===== config.mk =====
export PLATFORM = sky130hd
export DESIGN_NAME = mem_stage_flat
export DESIGN_NICKNAME = d
export VERILOG_FILES = /design/src/rtl/cpu_pkg.sv /design/src/rtl/mem_stage_if.sv /design/src/rtl/mem_timeout_ctr.sv /design/src/rtl/mem_stage.sv /design/src/flat_wrapper.sv
export SDC_FILE = /design/constraint.sdc
export NUM_CORES = 1
export LEC_CHECK = 0
export CAP_MARGIN = 40
export CORE_MARGIN = 2
export CORE_UTILIZATION = 45
export DETAILED_ROUTE_END_ITERATION = 7
export GPL_TIMING_DRIVEN = 0
export PLACE_DENSITY = 0.8
export SYNTH_ARGS = -nofsm -noshare
export SYNTH_HDL_FRONTEND = slang
export SYNTH_HIERARCHICAL = 1
export SYNTH_SLANG_ARGS = --single-unit

===== constraint.sdc =====
create_clock -name clk -period 2.7 [get_ports clk]
set_clock_uncertainty 0.1 [all_clocks]
set_input_delay 0.54 -clock clk [delete_from_list [all_inputs] [get_ports clk]]
set_output_delay 0.54 -clock clk [all_outputs]
set_load 0.005 [all_outputs]

===== src/rtl/cpu_pkg.sv =====
// ============================================================
// cpu_pkg : shared widths and pipeline state encodings
// Rev 1.0
// ============================================================
`default_nettype none

package cpu_pkg;

  localparam int WORD_W = 16;
  localparam int REG_W  = 3;

  typedef enum logic [1:0] {
    IDLE = 2'd0,
    REQ  = 2'd1,
    RESP = 2'd2
  } state_e;

  localparam logic [1:0] ST_IDLE = IDLE;
  localparam logic [1:0] ST_REQ  = REQ;
  localparam logic [1:0] ST_RESP = RESP;

endpackage

`default_nettype wire


===== src/rtl/mem_stage_if.sv =====
// ============================================================
// mem_stage_if : single-outstanding request/grant/response data bus
// Rev 1.0
// ============================================================
`default_nettype none

interface mem_stage_if;
  import cpu_pkg::*;

  logic              mem_req;
  logic              mem_we;
  logic [WORD_W-1:0] mem_addr;
  logic [WORD_W-1:0] mem_wdata;
  logic              mem_gnt;
  logic              mem_rvalid;
  logic [WORD_W-1:0] mem_rdata;

  modport master (
    output mem_req, mem_we, mem_addr, mem_wdata,
    input  mem_gnt, mem_rvalid, mem_rdata
  );

  modport slave (
    input  mem_req, mem_we, mem_addr, mem_wdata,
    output mem_gnt, mem_rvalid, mem_rdata
  );

endinterface

`default_nettype wire


===== src/rtl/mem_timeout_ctr.sv =====
// ============================================================
// mem_timeout_ctr : saturating wait counter, expired at TIMEOUT
// Rev 1.0
// ============================================================
`default_nettype none

module mem_timeout_ctr #(
  parameter int TIMEOUT = 255
) (
  input  logic clk,
  input  logic rst_n,
  input  logic clr,
  input  logic en,
  output logic expired
);

  localparam int CNT_W = (TIMEOUT > 0) ? $clog2(TIMEOUT + 1) : 1;
  localparam logic [CNT_W-1:0] C_MAX = CNT_W'(TIMEOUT);

  logic [CNT_W-1:0] r_count;

  always_ff @(posedge clk or negedge rst_n) begin
    if (!rst_n) begin
      r_count <= '0;
    end else if (clr) begin
      r_count <= '0;
    end else if (en && (r_count != C_MAX)) begin
      r_count <= r_count + CNT_W'(1);
    end
  end

  generate
    if (TIMEOUT > 0) begin : g_timeout
      assign expired = (r_count == C_MAX);
    end else begin : g_no_timeout
      assign expired = 1'b0;
    end
  endgenerate

endmodule

`default_nettype wire


===== src/rtl/mem_stage.sv =====
// ============================================================
// mem_stage : memory-access stage, ALU result -> bus -> writeback
// Rev 1.0
// ============================================================
`default_nettype none

module mem_stage
  import cpu_pkg::*;
#(
  parameter int TIMEOUT = 255
) (
  input  logic              clk,
  input  logic              rst_n,
  input  logic              ex_valid,
  output logic              ex_ready,
  input  logic              ex_load,
  input  logic              ex_store,
  input  logic [WORD_W-1:0] ex_result,
  input  logic [WORD_W-1:0] ex_store_data,
  input  logic [REG_W-1:0]  ex_rd,
  mem_stage_if.master       bus,
  output logic              wb_valid,
  output logic              wb_we,
  output logic [REG_W-1:0]  wb_rd,
  output logic [WORD_W-1:0] wb_data,
  output logic              bus_err
);

  logic [1:0]       r_state;
  logic             r_load;
  logic [REG_W-1:0] r_rd;

  logic w_accept;
  logic w_mem_op;
  logic w_clr;
  logic w_expired;

  assign ex_ready = rst_n && (r_state == ST_IDLE);
  assign w_accept = ex_valid && ex_ready;
  assign w_mem_op = ex_load || ex_store;
  // Counter restarts both when the request is issued and when the grant moves a load to RESP
  assign w_clr    = (w_accept && w_mem_op) ||
                    ((r_state == ST_REQ) && bus.mem_gnt && r_load);

  mem_timeout_ctr #(
    .TIMEOUT (TIMEOUT)
  ) u_timeout (
    .clk     (clk),
    .rst_n   (rst_n),
    .clr     (w_clr),
    .en      (r_state != ST_IDLE),
    .expired (w_expired)
  );

  always_ff @(posedge clk or negedge rst_n) begin
    if (!rst_n) begin
      r_state       <= ST_IDLE;
      r_load        <= 1'b0;
      r_rd          <= '0;
      bus.mem_req   <= 1'b0;
      bus.mem_we    <= 1'b0;
      bus.mem_addr  <= '0;
      bus.mem_wdata <= '0;
      wb_valid      <= 1'b0;
      wb_we         <= 1'b0;
      wb_rd         <= '0;
      wb_data       <= '0;
      bus_err       <= 1'b0;
    end else begin
      wb_valid <= 1'b0;
      wb_we    <= 1'b0;
      bus_err  <= 1'b0;
      case (r_state)
        ST_IDLE: begin
          if (w_accept) begin
            if (w_mem_op) begin
              r_state       <= ST_REQ;
              r_load        <= ex_load;
              r_rd          <= ex_rd;
              bus.mem_req   <= 1'b1;
              bus.mem_we    <= !ex_load;
              bus.mem_addr  <= ex_result;
              bus.mem_wdata <= ex_store_data;
            end else begin
              wb_valid <= 1'b1;
              wb_we    <= (ex_rd != '0);
              wb_rd    <= ex_rd;
              wb_data  <= ex_result;
            end
          end
        end
        ST_REQ: begin
          // A grant in the expiry cycle takes priority over the timeout
          if (bus.mem_gnt) begin
            bus.mem_req <= 1'b0;
            if (r_load) begin
              r_state <= ST_RESP;
            end else begin
              r_state  <= ST_IDLE;
              wb_valid <= 1'b1;
              wb_rd    <= r_rd;
            end
          end else if (w_expired) begin
            bus.mem_req <= 1'b0;
            r_state     <= ST_IDLE;
            wb_valid    <= 1'b1;
            wb_rd       <= r_rd;
            bus_err     <= 1'b1;
          end
        end
        ST_RESP: begin
          if (bus.mem_rvalid) begin
            r_state  <= ST_IDLE;
            wb_valid <= 1'b1;
            wb_we    <= (r_rd != '0);
            wb_rd    <= r_rd;
            wb_data  <= bus.mem_rdata;
          end else if (w_expired) begin
            r_state  <= ST_IDLE;
            wb_valid <= 1'b1;
            wb_rd    <= r_rd;
            bus_err  <= 1'b1;
          end
        end
        default: r_state <= ST_IDLE;
      endcase
    end
  end

endmodule

`default_nettype wire


===== src/flat_wrapper.sv =====
// flat-port wrapper written by rule: the top's interface ports become plain ports
module mem_stage_flat import cpu_pkg::*;
#(
  parameter int TIMEOUT = 255
)
  (clk, rst_n, ex_valid, ex_ready, ex_load, ex_store, ex_result, ex_store_data, ex_rd, wb_valid, wb_we, wb_rd, wb_data, bus_err, bus_mem_req, bus_mem_we, bus_mem_addr, bus_mem_wdata, bus_mem_gnt, bus_mem_rvalid, bus_mem_rdata);
  mem_stage_if bus_i ();
  input  logic clk;
  input  logic rst_n;
  input  logic ex_valid;
  output logic ex_ready;
  input  logic ex_load;
  input  logic ex_store;
  input  logic [WORD_W-1:0] ex_result;
  input  logic [WORD_W-1:0] ex_store_data;
  input  logic [REG_W-1:0] ex_rd;
  output logic wb_valid;
  output logic wb_we;
  output logic [REG_W-1:0] wb_rd;
  output logic [WORD_W-1:0] wb_data;
  output logic bus_err;
  output wire logic [$bits(bus_i.mem_req)-1:0] bus_mem_req;
  output wire logic [$bits(bus_i.mem_we)-1:0] bus_mem_we;
  output wire logic [$bits(bus_i.mem_addr)-1:0] bus_mem_addr;
  output wire logic [$bits(bus_i.mem_wdata)-1:0] bus_mem_wdata;
  input wire logic [$bits(bus_i.mem_gnt)-1:0] bus_mem_gnt;
  input wire logic [$bits(bus_i.mem_rvalid)-1:0] bus_mem_rvalid;
  input wire logic [$bits(bus_i.mem_rdata)-1:0] bus_mem_rdata;
  assign bus_mem_req = bus_i.mem_req;
  assign bus_mem_we = bus_i.mem_we;
  assign bus_mem_addr = bus_i.mem_addr;
  assign bus_mem_wdata = bus_i.mem_wdata;
  assign bus_i.mem_gnt = bus_mem_gnt;
  assign bus_i.mem_rvalid = bus_mem_rvalid;
  assign bus_i.mem_rdata = bus_mem_rdata;
  mem_stage #(.TIMEOUT(TIMEOUT)) u_core (.clk(clk), .rst_n(rst_n), .ex_valid(ex_valid), .ex_ready(ex_ready), .ex_load(ex_load), .ex_store(ex_store), .ex_result(ex_result), .ex_store_data(ex_store_data), .ex_rd(ex_rd), .bus(bus_i), .wb_valid(wb_valid), .wb_we(wb_we), .wb_rd(wb_rd), .wb_data(wb_data), .bus_err(bus_err));
endmodule

# Word level (Yosys, flattened, before mapping)
# Index checks and enable logic that the tools add are counted.
# totals
register_bits	70
inputBits	58
romBits	0
ram_bits	0
latchBits	0
elab_cells	85
memories	0
# op_classes
n_addsub	1
bitwise	0
div	0
muxes	39
multipliers	0
n_reduce_logical	22
n_shift	0
n_lt_le_gt_ge	0
eq_ne	10
# op_table
op	count
2-to-1 mux 16 bit	3
case mux 16 bit (2 select lines)	1
2-to-1 mux 3 bit	6
2-to-1 mux 8 bit	2
2-to-1 mux 1 bit	15
2-to-1 mux 2 bit	6
AND reduction 4 bit	3
case mux 3 bit (3 select lines)	1
nonzero test 3 bit	3
adder 8 x 1 -> 8 bit, second input constant	1
== test 8 bit, second input constant	1
inequality test 8 bit, second input constant	1
nonzero test 2 bit	4
logical AND 1 bit	6
inequality test 3 bit, second input constant	2
case mux 1 bit (2 select lines)	3
case mux 2 bit (3 select lines)	1
inequality test 2 x 1 -> 1 bit, second input constant	2
inequality test 2 bit, second input constant	2
case mux 1 bit (3 select lines)	1
AND reduction 3 bit	1
== test 2 x 1 -> 1 bit, second input constant	1
== test 2 bit, second input constant	1
logical NOT 2 bit	1
other kinds (3)	4

# Depth between registers and ports, before layout
# depth
depth_word	6
depth_mapped	8

# By module
# The synthesis kept the hierarchy.
# by_module_without_submodules
module	cells_each	instances	area_each_um2	seq_area_each_um2
mem_stage	212	1	2726.4	1551.5
mem_timeout_ctr	47	1	474.2	200.2

# Worst setup path after synthesis
# OpenSTA, ideal clock, no wires.
# synth_timing
path_kind	register to register
start	reg u_core.r_state[0]
end	reg u_core.u_timeout.r_count[5]
setup_time_ns	0.083
path_buffers	1
stages_incl_launch_ff	8
period_less_slack_ns	1.928
t_arrival_ns	1.745
setup_slack_ns	0.772
required_ns	2.517
path_cell_list	dfrtp_1 inv_1 ha_1 o2111ai_2 buf_2 nand2_1 or4_1 o21ai_0
# synth_via
elab_chain_len	6
elab_cells_between_ends	12
cone_classes	eq/ne (1); mux (1); reduce/logical (10)
# synth_lines
element	line_no	source
from (decl)	mem_stage.sv:29	logic [1:0] r_state;
from (signal assigned)	mem_stage.sv:57	r_state <= ST_IDLE;
from (signal assigned)	mem_stage.sv:77	r_state <= ST_REQ;
from (signal assigned)	mem_stage.sv:97	r_state <= ST_RESP;
logical NOT 2 bit	mem_stage.sv:38	assign ex_ready = rst_n && (r_state == ST_IDLE);
logical AND 1 bit	mem_stage.sv:38	
logical AND 1 bit	mem_stage.sv:39	assign w_accept = ex_valid && ex_ready;
logical AND 1 bit	mem_stage.sv:42	assign w_clr = (w_accept && w_mem_op) ||
logical OR 1 bit (*)	mem_stage.sv:42	
via u_core.w_clr	mem_stage.sv:35	logic w_clr;
2-to-1 mux 8 bit / nonzero test 2 bit (equally long branches)	--	
to (signal assigned)	mem_timeout_ctr.sv:28	r_count <= r_count + CNT_W'(1);
to (decl)	mem_timeout_ctr.sv:20	logic [CNT_W-1:0] r_count;
# The timed path passes the listed nets; every way through them passes the cells marked *.
# A chain may end at the register's enable or synchronous reset.

# Worst setup path after layout
# layout_timing
start	reg u_core.r_state[0]
end	out ex_ready
# layout_via
elab_chain_len	2
# layout_lines
element	line_no	source
logical NOT 2 bit	mem_stage.sv:38	
logical AND 1 bit	mem_stage.sv:38	
to (decl)	flat_wrapper.sv:11	output logic ex_ready;
# No other way between the ends.

==> metrics.txt <==
synth top area cells dfrtp_1 (55%), mux2_2 (13%), mux2i_1 (5.3%); CTS tree done; maximum vdd drop 0.5168 mV; Fmax around 400 MHz; largest net degree at the start of global routing 49; sequential-to-total area share from yosys stat between 50% and 60%; area of the mapped netlist 3201 sq um; Layout area overhead 47.65%; clock network power share roughly 18%; syn nets 323; Core Area 6832 sq um; crit path capture type primary output; Slew @ Worst Pin 0.7244 ns; area leader, netlist dfrtp_1; CP Data Required Time 2.06 ns; Sink Count 70; H-tree depth 3; DR DRC count 0; Final setup viols 0; Max-Cap Viols 0; worst-path fanout max 6; P_sw 1.598 mW; DRT Pass-1 Iters 4; post-route clock period utilization between 90% and 100%; Cell Pwr Density 1064 nW/um^2; wire length per cell between 15 and 20 um; Reg power frac 35.7%; Yosys warning count 6; Crit Path Class reg -> out; total gr overflow 0; die area 7803 sq um; fin nets 451; status completed; antenna violations before repair 0; RSZ-0062 raised after global routing false; final WL 8023 um; clk_lat worst skew ~0.34 ns; Gate power share 46.5%; drt initial violations between 100 and 150; crit path DAT 1.86 ns; Die H approximately 90 um; top cell type's share of synthesized area 54.73%; switching portion of total power 31.78%; root buffer cell clkbuf_8; Main synth FF type dfrtp_1; Global Route Usage Sum 21.18%; Worst-path clk slew 0.08 ns; Boundary Pins 115; EDFF count, synth 0; Hold WC Path Type in -> async; ys async rst share 100.0%; Netlist cell types 42; Fin. Hold Viols 0; Post-CTS Setup Bufs 0; Final ANT Viol Nets 0; Leakage between 1.5 and 2 nW; hpwl dp 5770 um; pre-CTS setup slack 0.02765 ns; Final WS setup a little over 0.2 ns; Post-synth top cells dfrtp_1 (70), mux2_2 (36), a21oi_1 (23); Std-Cell Rows 30; Setup TNS Final 0 ns; number of global-route vias before repair ~2600; Mapped Cells 259; layout cell share with drive strength beyond 1 18.88%; Max Slew Vio Count 0; internal power 3.430 mW; Antenna Cells 0; Hold Buf Count CTS 2; most common cell in the netlist dfrtp_1; Slew HR 51.55%; via count 2527; post-cts sizing count 0; port bufs ~110; CTS buffer count 9; Syn Area/Cell around 12 sq um; first-pass GRT wire length 12500 um; vias per cell 5.178; initial core utilization between 40% and 50%; Synth Register Bits 70; gp weighted congestion between 0.8 and 0.9; Worst Setup Start Kind register; CTS max path bufs 2; Die Wd 88.34 um; min Tclk post-route 2.498 ns
==> kinds of logic (layout without fill, tap and decap cells) <==
family	after synthesis	in the layout	synth area share [%]
AO/OA/AOI/OAI	55	55	11.34
buffers and inverters	14	147	3.088
multiplexers	55	55	18.80
adder cells (fa/ha/maj)	6	6	2.346
AND/OR/NAND/NOR	59	59	9.695
flip-flops	70	70	54.73
==> placed cells by master (no fill, tap or decap), types with 2 or more instances in the layout <==
| cell type | n |
|---|---|
| dlygate4sd3_1 | 2 |
| nand2b_1 | 5 |
| nand3_1 | 4 |
| nor3_1 | 3 |
| and2_1 | 2 |
| inv_1 | 3 |
| o2bb2ai_1 | 3 |
| ha_1 | 6 |
| nor2b_1 | 6 |
| nor2_1 | 22 |
| o21ai_0 | 9 |
| a31oi_1 | 4 |
| dfrtp_1 | 70 |
| clkdlybuf4s50_1 | 113 |
| nand2_1 | 7 |
| mux2_2 | 36 |
| a21oi_2 | 2 |
| buf_2 | 4 |
| and3_1 | 2 |
| clkbuf_8 | 12 |
| mux2i_1 | 17 |
| a211oi_1 | 3 |
| clkinvlp_4 | 2 |
| buf_4 | 4 |
| a21oi_1 | 23 |
| buf_6 | 4 |
| o31ai_1 | 2 |
==> flip-flops by register name (all words and copies together), names as in the netlist <==
name and flops:
u_core/r_load 1, u_core/bus.mem_we 1, u_core/bus.mem_req 1, u_core/bus.mem_addr 16
u_core/u_timeout/r_count 8, u_core/wb_valid 1, u_core/r_rd 3, u_core/wb_rd 3
u_core/bus.mem_wdata 16, u_core/wb_data 16, u_core/r_state 2, u_core/bus_err 1
u_core/wb_we 1
==> power groups by stage <==
stage                     Clock, mW  Sequential, mW  Combinational [mW]
final                         0.898            1.79                2.34
after CTS                     0.922            1.79                2.35
after detailed placement          0            1.80                2.33
after global routing          0.957            1.85                2.53
after global placement            0            1.77                2.28
after floorplan                   0            1.81                1.09
==> stage by stage <==
| step | power (mW) | hold WS (ns) | util [%] | std cells | instance area (sq um) |
|---|---|---|---|---|---|
| after floorplan | 2.904 | 0.1444 | - | 259 | 3201 |
| after global placement | 4.056 | 0.3629 | 65.31 | 469 | 4462 |
| after detailed placement | 4.136 | 0.3694 | 65.68 | 470 | 4487 |
| after CTS | 5.069 | 0.1014 | 69.18 | 488 | 4726 |
| after global routing | 5.344 | 0.1135 | 69.18 | 488 | 4726 |
| final | 5.028 | 0.09947 | 69.18 | 488 | 4726 |
==> final timing paths <==
check	startpoint	end	slack, ns	cells after the start
max in group asynchronous	rst_n	u_core/bus.mem_addr[10]	1.28	2
min	rst_n	u_core/wb_rd[2]	0.1	2
min reg2reg	u_core/wb_rd[1]	u_core/wb_rd[1]	0.40	1
min in group clk	u_core/wb_rd[1]	u_core/wb_rd[1]	0.40	1
max reg2reg	u_core/r_state[0]	u_core/u_timeout/r_count[3]	0.39	8
max	u_core/r_state[0]	ex_ready	0.20	4
==> critical path: stages, from the launching register on <==
cell,delay [ns]
dfrtp_1,0.45
inv_1,0.11
ha_1,0.26
and2_1,0.19
clkdlybuf4s50_1,0.51
==> layout make-up <==
type                    instances  area, sq um
clock buffers                  12        165.2
plain buffers                  11        87.58
well taps                      96        120.1
repair buffers                117         1186
clock inverters                 4        53.80
inverters                       3        11.26
multi-input cells             175         1350
fillers                       537         2106
flip-flops and latches         70         1752
==> per-layer routing <==
layer / wire, um / up-vias / GRT usage [%]
met5: 0 / - / 0
met4: 135 / 0 / 8.678
met3: 510 / 11 / 6.343
met2: 4144 / 74 / 36.50
met1: 3233 / 1253 / 24.71
li1: - / 1189 / -
Note: power is estimated with default switching activity, not from simulation.
